### src/rtl/cpu_pkg.sv
`default_nettype none
// ============================================================================
//  Module      : cpu_pkg
//  Description : Shared widths, the fetch queue entry type and the fetch
//                stage state encoding.
//  Revision    : 1.0 - initial release
// ============================================================================
package cpu_pkg;

   localparam int XLEN       = 32;
   localparam int INSN_BYTES = 4;

   // One delivered instruction: its byte address and the word memory returned
   typedef struct packed {
      logic [XLEN-1:0] pc;
      logic [XLEN-1:0] instr;
   } fetch_entry_t;

   // Explicit 1-bit encoding; FAULT is sticky until redirect or reset
   typedef enum logic [0:0] {
      RUN   = 1'b0,
      FAULT = 1'b1
   } fetch_state_e;

endpackage
`default_nettype wire

### src/rtl/fetch_queue.sv
`default_nettype none
// ============================================================================
//  Module      : fetch_queue
//  Description : Two-entry synchronous FIFO of fetch entries. Slot 0 is always
//                the head, so when the queue empties the head keeps showing
//                the last delivered entry. Flush wins over push and pop.
//  Revision    : 1.0 - initial release
// ============================================================================
module fetch_queue
   import cpu_pkg::*;
(
   input  logic         clk,
   input  logic         rst,
   input  logic         flush,
   input  logic         push,
   input  fetch_entry_t push_data,
   input  logic         pop,
   output fetch_entry_t head,
   output logic [1:0]   count
);

   fetch_entry_t r_slot [2];
   logic [1:0]   r_count;
   logic         w_pop_ok;
   logic         w_push_ok;

   assign w_pop_ok  = pop && (r_count != 2'd0);
   assign w_push_ok = push && ((r_count != 2'd2) || w_pop_ok);

   // Queue storage and occupancy; entries shift toward slot 0 on pop
   always_ff @(posedge clk) begin
      if (rst) begin
         r_count   <= 2'd0;
         r_slot[0] <= '0;
         r_slot[1] <= '0;
      end else if (flush) begin
         r_count <= 2'd0;
      end else begin
         case ({w_push_ok, w_pop_ok})
            2'b10: begin
               if (r_count == 2'd0) r_slot[0] <= push_data;
               else                 r_slot[1] <= push_data;
               r_count <= r_count + 2'd1;
            end
            2'b01: begin
               if (r_count == 2'd2) r_slot[0] <= r_slot[1];
               r_count <= r_count - 2'd1;
            end
            2'b11: begin
               if (r_count == 2'd2) begin
                  r_slot[0] <= r_slot[1];
                  r_slot[1] <= push_data;
               end else begin
                  r_slot[0] <= push_data;
               end
            end
            default: ;
         endcase
      end
   end

   assign head  = r_slot[0];
   assign count = r_count;

endmodule
`default_nettype wire

### src/rtl/ifetch.sv
`default_nettype none
// ============================================================================
//  Module      : ifetch
//  Description : Instruction fetch stage. Owns the PC, issues one read per
//                cycle to a 1-cycle-latency instruction memory, captures the
//                returned word into a 2-entry queue toward decode, handles
//                branch redirects and flags misaligned / out-of-range PCs.
//  Revision    : 1.0 - initial release
// ============================================================================
module ifetch
   import cpu_pkg::*;
#(
   parameter logic [31:0] RESET_PC  = 32'h0000_0000,
   parameter int          MEM_BYTES = 1024
) (
   input  logic        clk,
   input  logic        rst,
   input  logic        redirect_valid,
   input  logic [31:0] redirect_pc,
   output logic [31:0] imem_addr,
   output logic        imem_we,
   output logic [31:0] imem_wdata,
   input  logic [31:0] imem_rdata,
   output logic        out_valid,
   input  logic        out_ready,
   output logic [31:0] out_instr,
   output logic [31:0] out_pc,
   output logic        fault
);

   localparam logic [32:0] c_mem_limit = 33'(MEM_BYTES);

   logic [31:0]  r_pc;
   logic [31:0]  r_issued_pc;
   logic         r_inflight;
   fetch_state_e r_state;
   fetch_state_e w_state_nxt;

   logic [32:0]  w_last_byte;
   logic         w_bad_pc;
   logic         w_pop;
   logic         w_push;
   logic         w_issue;
   logic [2:0]   w_occupancy;
   logic [1:0]   w_count;
   fetch_entry_t w_head;
   fetch_entry_t w_push_data;

   // 33-bit sum so a PC near the top of the address space cannot wrap into range
   assign w_last_byte = {1'b0, r_pc} + 33'd3;
   assign w_bad_pc    = (r_pc[1:0] != 2'b00) || (w_last_byte >= c_mem_limit);

   assign out_valid   = (w_count != 2'd0);
   assign w_pop       = out_valid && out_ready;

   // Slots already owed to the queue after this cycle's pop must leave room for one more
   assign w_occupancy = {1'b0, w_count} + {2'b00, r_inflight} - {2'b00, w_pop};
   assign w_issue     = (r_state == RUN) && !w_bad_pc && (w_occupancy < 3'd2) && !redirect_valid;

   // A redirect kills the word returning this cycle
   assign w_push      = r_inflight && !redirect_valid;
   assign w_push_data = '{pc: r_issued_pc, instr: imem_rdata};

   fetch_queue u_queue (
      .clk       (clk),
      .rst       (rst),
      .flush     (redirect_valid),
      .push      (w_push),
      .push_data (w_push_data),
      .pop       (w_pop),
      .head      (w_head),
      .count     (w_count)
   );

   // PC, issued-address and in-flight tracking; redirect overrides issue
   always_ff @(posedge clk) begin
      if (rst) begin
         r_pc        <= RESET_PC;
         r_issued_pc <= '0;
         r_inflight  <= 1'b0;
      end else if (redirect_valid) begin
         r_pc       <= redirect_pc;
         r_inflight <= 1'b0;
      end else begin
         r_inflight <= w_issue;
         if (w_issue) begin
            r_issued_pc <= r_pc;
            r_pc        <= r_pc + 32'(INSN_BYTES);
         end
      end
   end

   // FSM state register
   always_ff @(posedge clk) begin
      if (rst) r_state <= RUN;
      else     r_state <= w_state_nxt;
   end

   // FSM next state: a bad PC while running faults, only a redirect recovers
   always_comb begin
      w_state_nxt = r_state;
      if (redirect_valid)
         w_state_nxt = RUN;
      else if ((r_state == RUN) && w_bad_pc)
         w_state_nxt = FAULT;
   end

   // FSM outputs
   always_comb begin
      fault = (r_state == FAULT);
   end

   assign imem_addr  = r_pc;
   assign imem_we    = 1'b0;
   assign imem_wdata = 32'h0000_0000;
   assign out_pc     = w_head.pc;
   assign out_instr  = w_head.instr;

endmodule
`default_nettype wire

### config.mk
export PLATFORM = sky130hd
export DESIGN_NAME = ifetch
export DESIGN_NICKNAME = d
export VERILOG_FILES = /design/src/rtl/cpu_pkg.sv /design/src/rtl/fetch_queue.sv /design/src/rtl/ifetch.sv
export SDC_FILE = /design/constraint.sdc
export NUM_CORES = 1
export LEC_CHECK = 0
export CORE_ASPECT_RATIO = 0.9
export CORE_MARGIN = 5
export CORE_UTILIZATION = 50
export DETAILED_ROUTE_END_ITERATION = 12
export PLACE_DENSITY = 0.89
export SYNTH_ARGS = -nofsm -noshare
export SYNTH_HDL_FRONTEND = slang
export SYNTH_SLANG_ARGS = --single-unit
### constraint.sdc
create_clock -name clk -period 6.95 [get_ports clk]
set_input_delay 1.7375 -clock clk [delete_from_list [all_inputs] [get_ports clk]]
set_output_delay 1.7375 -clock clk [all_outputs]
set_load 0.02 [all_outputs]
# ---- Word-level counts from Yosys, hierarchy flattened
# Memories as Yosys holds them, arrays and structs flattened.
# Index checks and enable logic that the tools add are counted.
dict set report op_classes {
  n_addsub 6
  mul 0
  div 0
  n_lt_le_gt_ge 2
  eq_ne 5
  shift 0
  n_mux 35
  bitwise_logic 8
  n_reduce_logical 19
}
# op n
set op_table {}
lappend op_table {{two-way mux 64 bit} 6}
lappend op_table {{two-way mux 32 bit} 2}
lappend op_table {{adder 32 x 2 -> 33 bit (second input constant)} 1}
lappend op_table {{>= comparator 33 x 11 -> 1 bit (second input constant)} 1}
lappend op_table {{adder 32 x 3 -> 32 bit (second input constant)} 1}
lappend op_table {{two-way mux 1 bit} 26}
lappend op_table {{logical AND 1 bit} 8}
lappend op_table {{nonzero test 2 bit} 4}
lappend op_table {{== test 2 bit (second input constant)} 3}
lappend op_table {{OR 1 bit} 6}
lappend op_table {{one-hot mux 2 bit (2 select lines)} 1}
lappend op_table {{adder 2 x 1 -> 3 bit} 1}
lappend op_table {{< comparator 3 x 2 -> 1 bit (second input constant)} 1}
lappend op_table {{subtractor 3 x 1 -> 3 bit} 1}
lappend op_table {{adder 2 x 1 -> 2 bit (second input constant)} 1}
lappend op_table {{== test 2 x 1 -> 1 bit (second input constant)} 1}
lappend op_table {{logical NOT 1 bit} 2}
lappend op_table {{logical NOT 2 bit} 1}
lappend op_table {{logical OR 1 bit} 2}
lappend op_table {{inequality test 2 bit (second input constant)} 1}
lappend op_table {{inverter 1 bit} 2}
lappend op_table {{AND reduction 2 bit} 1}
lappend op_table {{OR reduction 2 bit} 1}
lappend op_table {{subtractor 2 x 1 -> 2 bit (second input constant)} 1}
dict set report totals {
  register_bits 68
  latchBits 0
  mem_bits_rw 128
  romBits 0
  output_inout_bits 131
  memories 1
}
# name words width rd rd_clocked_by_memory_dff wr line_no
set mem_list {}
lappend mem_list {u_queue.r_slot 2 64 2 0 2 fetch_queue.sv:22} ;# fetch_entry_t r_slot [2];

# ---- Longest topological paths before layout
dict set report depth {
  depth_word 14
  mapped_depth 12
  mapped_depth_nobuf 10
}

# ---- Modules after synthesis
# Synthesis repeated with hierarchy kept, for this count alone.
dict set report hier_totals {
  hier_cells 676
  hier_area_um2 8523.2
}
# module instances cells_per_inst area_per_inst_um2
set modules_own_cells {}
lappend modules_own_cells {fetch_queue 1 309 5200.0}
lappend modules_own_cells {ifetch 1 367 3323.2}

# ---- Worst setup path before layout
# OpenSTA, ideal clock, no wires.
dict set report synth_timing {
  path_kind {input to register}
  start {in redirect_valid}
  end {mem u_queue.r_slot[0][0] in the netlist's numbering, enable pin}
  setup_ns 0.499
  arrival_time_ns 5.519
  slack_ns 0.932
  path_stages 4
  path_buffers 3
  cell_sequence {clkbuf_1 > buf_1 > clkbuf_1 > o21bai_1}
}
# element line_no
set synth_rtl {}
lappend synth_rtl {{start: declaration} ifetch.sv:18} ;# input logic redirect_valid,
lappend synth_rtl {{end: declaration} fetch_queue.sv:22}

# ---- Worst setup path in the final report
dict set report layout_timing {
  start {in out_ready}
  end {reg r_pc[10] (netlist: imem_addr[10])}
}
dict set report layout_between {
  elab_chain_cells 6
}
# element line_no
set layout_rtl {}
lappend layout_rtl {{start: declaration} ifetch.sv:25} ;# input logic out_ready,
lappend layout_rtl {{logical AND 1 bit} ifetch.sv:54} ;# assign w_pop = out_valid && out_ready;
lappend layout_rtl {{subtractor 3 x 1 -> 3 bit} ifetch.sv:57} ;# assign w_occupancy = {1'b0, w_count} + {2'b00, r_inflight} - {2'b00, w_pop};
lappend layout_rtl {{< comparator 3 x 2 -> 1 bit} ifetch.sv:58} ;# assign w_issue = (r_state == RUN) && !w_bad_pc && (w_occupancy < 3'd2) && !redirect_valid;
lappend layout_rtl {{logical AND 1 bit (2 in series)} ifetch.sv:58}
lappend layout_rtl {{nonzero test 2 bit (no line)} n/a}
lappend layout_rtl {{end signal: assignment} ifetch.sv:82} ;# r_pc <= redirect_pc;
lappend layout_rtl {{end signal: assignment} ifetch.sv:88} ;# r_pc <= r_pc + 32'(INSN_BYTES);
lappend layout_rtl {{end: declaration} ifetch.sv:33} ;# logic [31:0] r_pc;
# Every way passes these cells.
# A chain may end at the register's enable or synchronous reset.

==> flow_summary.yaml <==
status:
  status: "completed"
worst_setup_path:
  r2r_setup_slack_ns: 3.54
  crit_fanout: 13
  worstPathCellList: "clkdlybuf4s50_1 > inv_1 > a21oi_1 > ha_1 > nand2b_1 > fa_1 > xnor2_1 > o211a_1 > o211ai_1 > or4_1 > a211oi_2"
  crit_end: "imem_addr[10]$_SDFFE_PP0P_"
  slowest_delay_ns: 0.58
  worstReg2RegEnd: "r_issued_pc[21]$_SDFFE_PP0P_"
  path_class: "input pin to flip-flop"
  reg2reg_from: "imem_addr[2]$_SDFFE_PP0P_"
  slowest_stage: "or4_1"
  cp-end-kind: "flip-flop"
  start_kind: "input pin"
  required_ns: 7.29
  critPathArrivalTime_ns: 4.92
  startpoint: "out_ready"
  rr_worst_depth: 8
finish:
  seqCellArea_um2: 5200
  antenna_cells: 0
  fill_cells: 1235
  area_growth_syn_to_layout_pct: 27.0
  multi_input_area_um2: 2920
  nets: 888
  layout-drive-gt1-share_pct: 6.63
routing:
  detail_route.wl_per_cell_um: 18.0
  wl_met2_mm: 8.82
  first_pass_iters: 5
  drc: 0
  routed-wl-met3_mm: 1.66
  routed_via_density: 5.63
  ant_nets: 0
  drt_first_iter_violations: 479
  met1_length_mm: 8.05
  vias: 5866
  totalWireLength_mm: 18.7
  maxUsedRoutingLayer: "met4"
synthesis:
  synthFlopType: "edfxtp_1"
  ys_types: 58
  synth_top_area_cell: "edfxtp_1"
  yosys_warnings: 0
  ys_seq_area_share_pct: 61.8
  async_flop_share_pct: 0
  synth-edff-count: 128
  synthCells: 673
  synth_top_cell_area_share_pct: 45.6
  syn_avg_cell_area_um2: 12.5
  ys_ff_latch: 196
  synthesis.area_um2: 8430
  synthTopCellsByCount: "128 x edfxtp_1, 68 x a22o_1, 68 x dfxtp_1, 64 x and2_1, 40 x clkbuf_1"
  synth.area.top_cells: "edfxtp_1 46%, dfxtp_1 16%, a22o_1 7.1%, and2_1 4.8%, mux2i_1 3.8%"
  yosysMostFrequentCell: "edfxtp_1"
power:
  p_per_area_nw_per_um2: 234
  irDropWorstVdd_uv: 173
  power_frac_clock_pct: 38.6
  netSwitchingFraction_pct: 24.4
  pwr-share-seq_pct: 52.3
  p_int_mw: 1.89
  p_leak_nw: 3.90
  p_total_mw: 2.51
  power_frac_comb_pct: 9.2
  p_switching_mw: 0.612
floorplanning:
  coreArea_um2: 16700
  die_area_um2: 19600
  num_rows: 45
  io_pins: 199
  die_w_um: 147
  initial_core_util_pct: 50.4
  die_h_um: 133
clock_tree:
  post_cts_resized: 0
  cts-hold-fix-buffers: 0
  tritoncts: "done"
  clkLatencyLatePin_ns: 0.43
  numCtsBuffers: 17
  post_cts_buffers: 0
  cts_max_level: 4
  clk_pin_slew_worst_paths_ns: 0.07
  clk_path_buf_depth: 2
  clkSinkCount: 196
  root_buffer: "clkbuf_16"
global_route:
  grt_use_total_pct: 18.7
  grt_pass1_wl_mm: 29.5
  grt_max_degree: 82
  first_global_vias: 5584
  antenna_found_initial: 0
  grt.overflow.total: 0
timing:
  maxSlewHeadroom_pct: 25.8
  min_period_over_period_pct: 65.9
  rsz0062_at_grt: "false"
  worst_slew_pin_slew_ns: 1.11
  final-hold-violation-count: 0
  worst_clock_skew_ns: 0.0103
  setup_viol: 0
  max_clock_freq_ghz: 0.218
  fin_setup_tns_ns: 0
  slew_viol_final: 0
  min_period_ns: 4.58
place:
  place_hpwl_mm: 12.2
  portBuffers: 165
  routabilityCongestion: 0.828
min_path:
  hold_class: "flip-flop to flip-flop"
job:
  maxCapViolCount: 0
[how the worst min path moves through the flow]
stage	from	to	slack [ns]	depth (start not counted)
3_3_place_gp	r_issued_pc[21]$_SDFFE_PP0P_	r_issued_pc[21]$_SDFFE_PP0P_	0.47	1
3_5_place_dp	r_issued_pc[28]$_SDFFE_PP0P_	r_issued_pc[28]$_SDFFE_PP0P_	0.48	1
4_1_cts	r_issued_pc[28]$_SDFFE_PP0P_	r_issued_pc[28]$_SDFFE_PP0P_	0.49	1
6_report	r_issued_pc[28]$_SDFFE_PP0P_	r_issued_pc[28]$_SDFFE_PP0P_	0.49	1
5_1_grt	r_issued_pc[28]$_SDFFE_PP0P_	r_issued_pc[28]$_SDFFE_PP0P_	0.50	1
2_1_floorplan	r_issued_pc[2]$_SDFFE_PP0P_	r_issued_pc[2]$_SDFFE_PP0P_	0.46	2
[flip-flops by register name, summed over array words and instances (netlist names)]
| register | flops |
|---|---|
| imem_addr | 32 |
| u_queue.r_slot | 128 |
| u_queue.count | 2 |
| r_inflight | 1 |
| fault | 1 |
| r_issued_pc | 32 |
[worst max-delay path, delay by kind of cell]
family	cells	cell delay, ns
adder cells (fa/ha/maj)	2	0.64
AND/OR/NAND/NOR	2	0.73
XOR/XNOR	1	0.14
buffers and inverters	2	0.64
AO/OA/AOI/OAI	4	1.02
[layer usage]
layer	vias to the layer above	track usage, %
met5	-	0
met4	0	4.28
met3	20	5.99
met2	274	29.5
met1	2835	25.6
li1	2737	-
[cells by family after synthesis]
group | after synthesis | synth area share [%]
and+or+nand+nor | 231 | 16.6
DFF | 196 | 61.8
AOI/OAI and AO/OA | 118 | 11.3
buffers and inverters | 87 | 5.43
muxes | 32 | 3.80
xor gates and xnor gates | 5 | 0.520
adders and majority gates | 3 | 0.535
other | 1 | 0.0445
[area by class of cell]
class	instances	share of cell area [%]
inverters	9	0.316
repair buffers	171	15.8
clock inverters	15	1.54
well taps	211	2.47
flip-flops and latches	196	48.6
multi-input cells	422	27.3
clock buffers	17	3.97
[per-stage QoR]
stage                     area, um2  utilization (%)  hold slack (ns)  setup slack, ns  std cells
after global placement        10100             60.5            0.472             2.11       1009
after detailed placement      10100             60.5            0.481             1.95       1009
after global routing          10700             64.0            0.500             2.11       1041
after floorplan                8550                -            0.457            0.932        705
after CTS                     10700             64.0            0.491             2.41       1041
final                         10700             64.0            0.488             2.37       1041
[power groups by stage]
stage / clock network (mW) / registers, mW / logic (mW)
after floorplan: 0 / 1.36 / 0.0995
after global placement: 0 / 1.33 / 0.226
after detailed placement: 0 / 1.33 / 0.229
after CTS: 0.986 / 1.31 / 0.230
after global routing: 1.03 / 1.31 / 0.244
final: 0.966 / 1.31 / 0.230
[placed cells by master, fill, tap and decap left out, types with 3 or more instances in the layout]
cell             netlist  routed
a22o_1                68      68
or2_2                  3       3
or3_1                  3       3
and3_1                 4       4
nor4_1                 8       8
xnor2_1                4       4
clkdlybuf4s50_1        0     163
nor3_1                10       9
nor2_1                38      36
clkbuf_16              0      17
a21oi_1                8       8
nand3_1               12      12
and2_1                64      64
nor3b_1               30      30
or4_1                  7       7
a31oi_1                6       6
o21ai_0               13      13
nand2_1               12      12
inv_6                  0       3
dfxtp_1               68      68
edfxtp_1             128     128
and4_1                 5       5
conb_1                 1      33
buf_4                 34       6
mux2i_1               32      32
nand4_1                7       7
nand2b_1              17      17
inv_1                  9       9
inv_8                  0       4
Power figures use the tool's default switching activity.
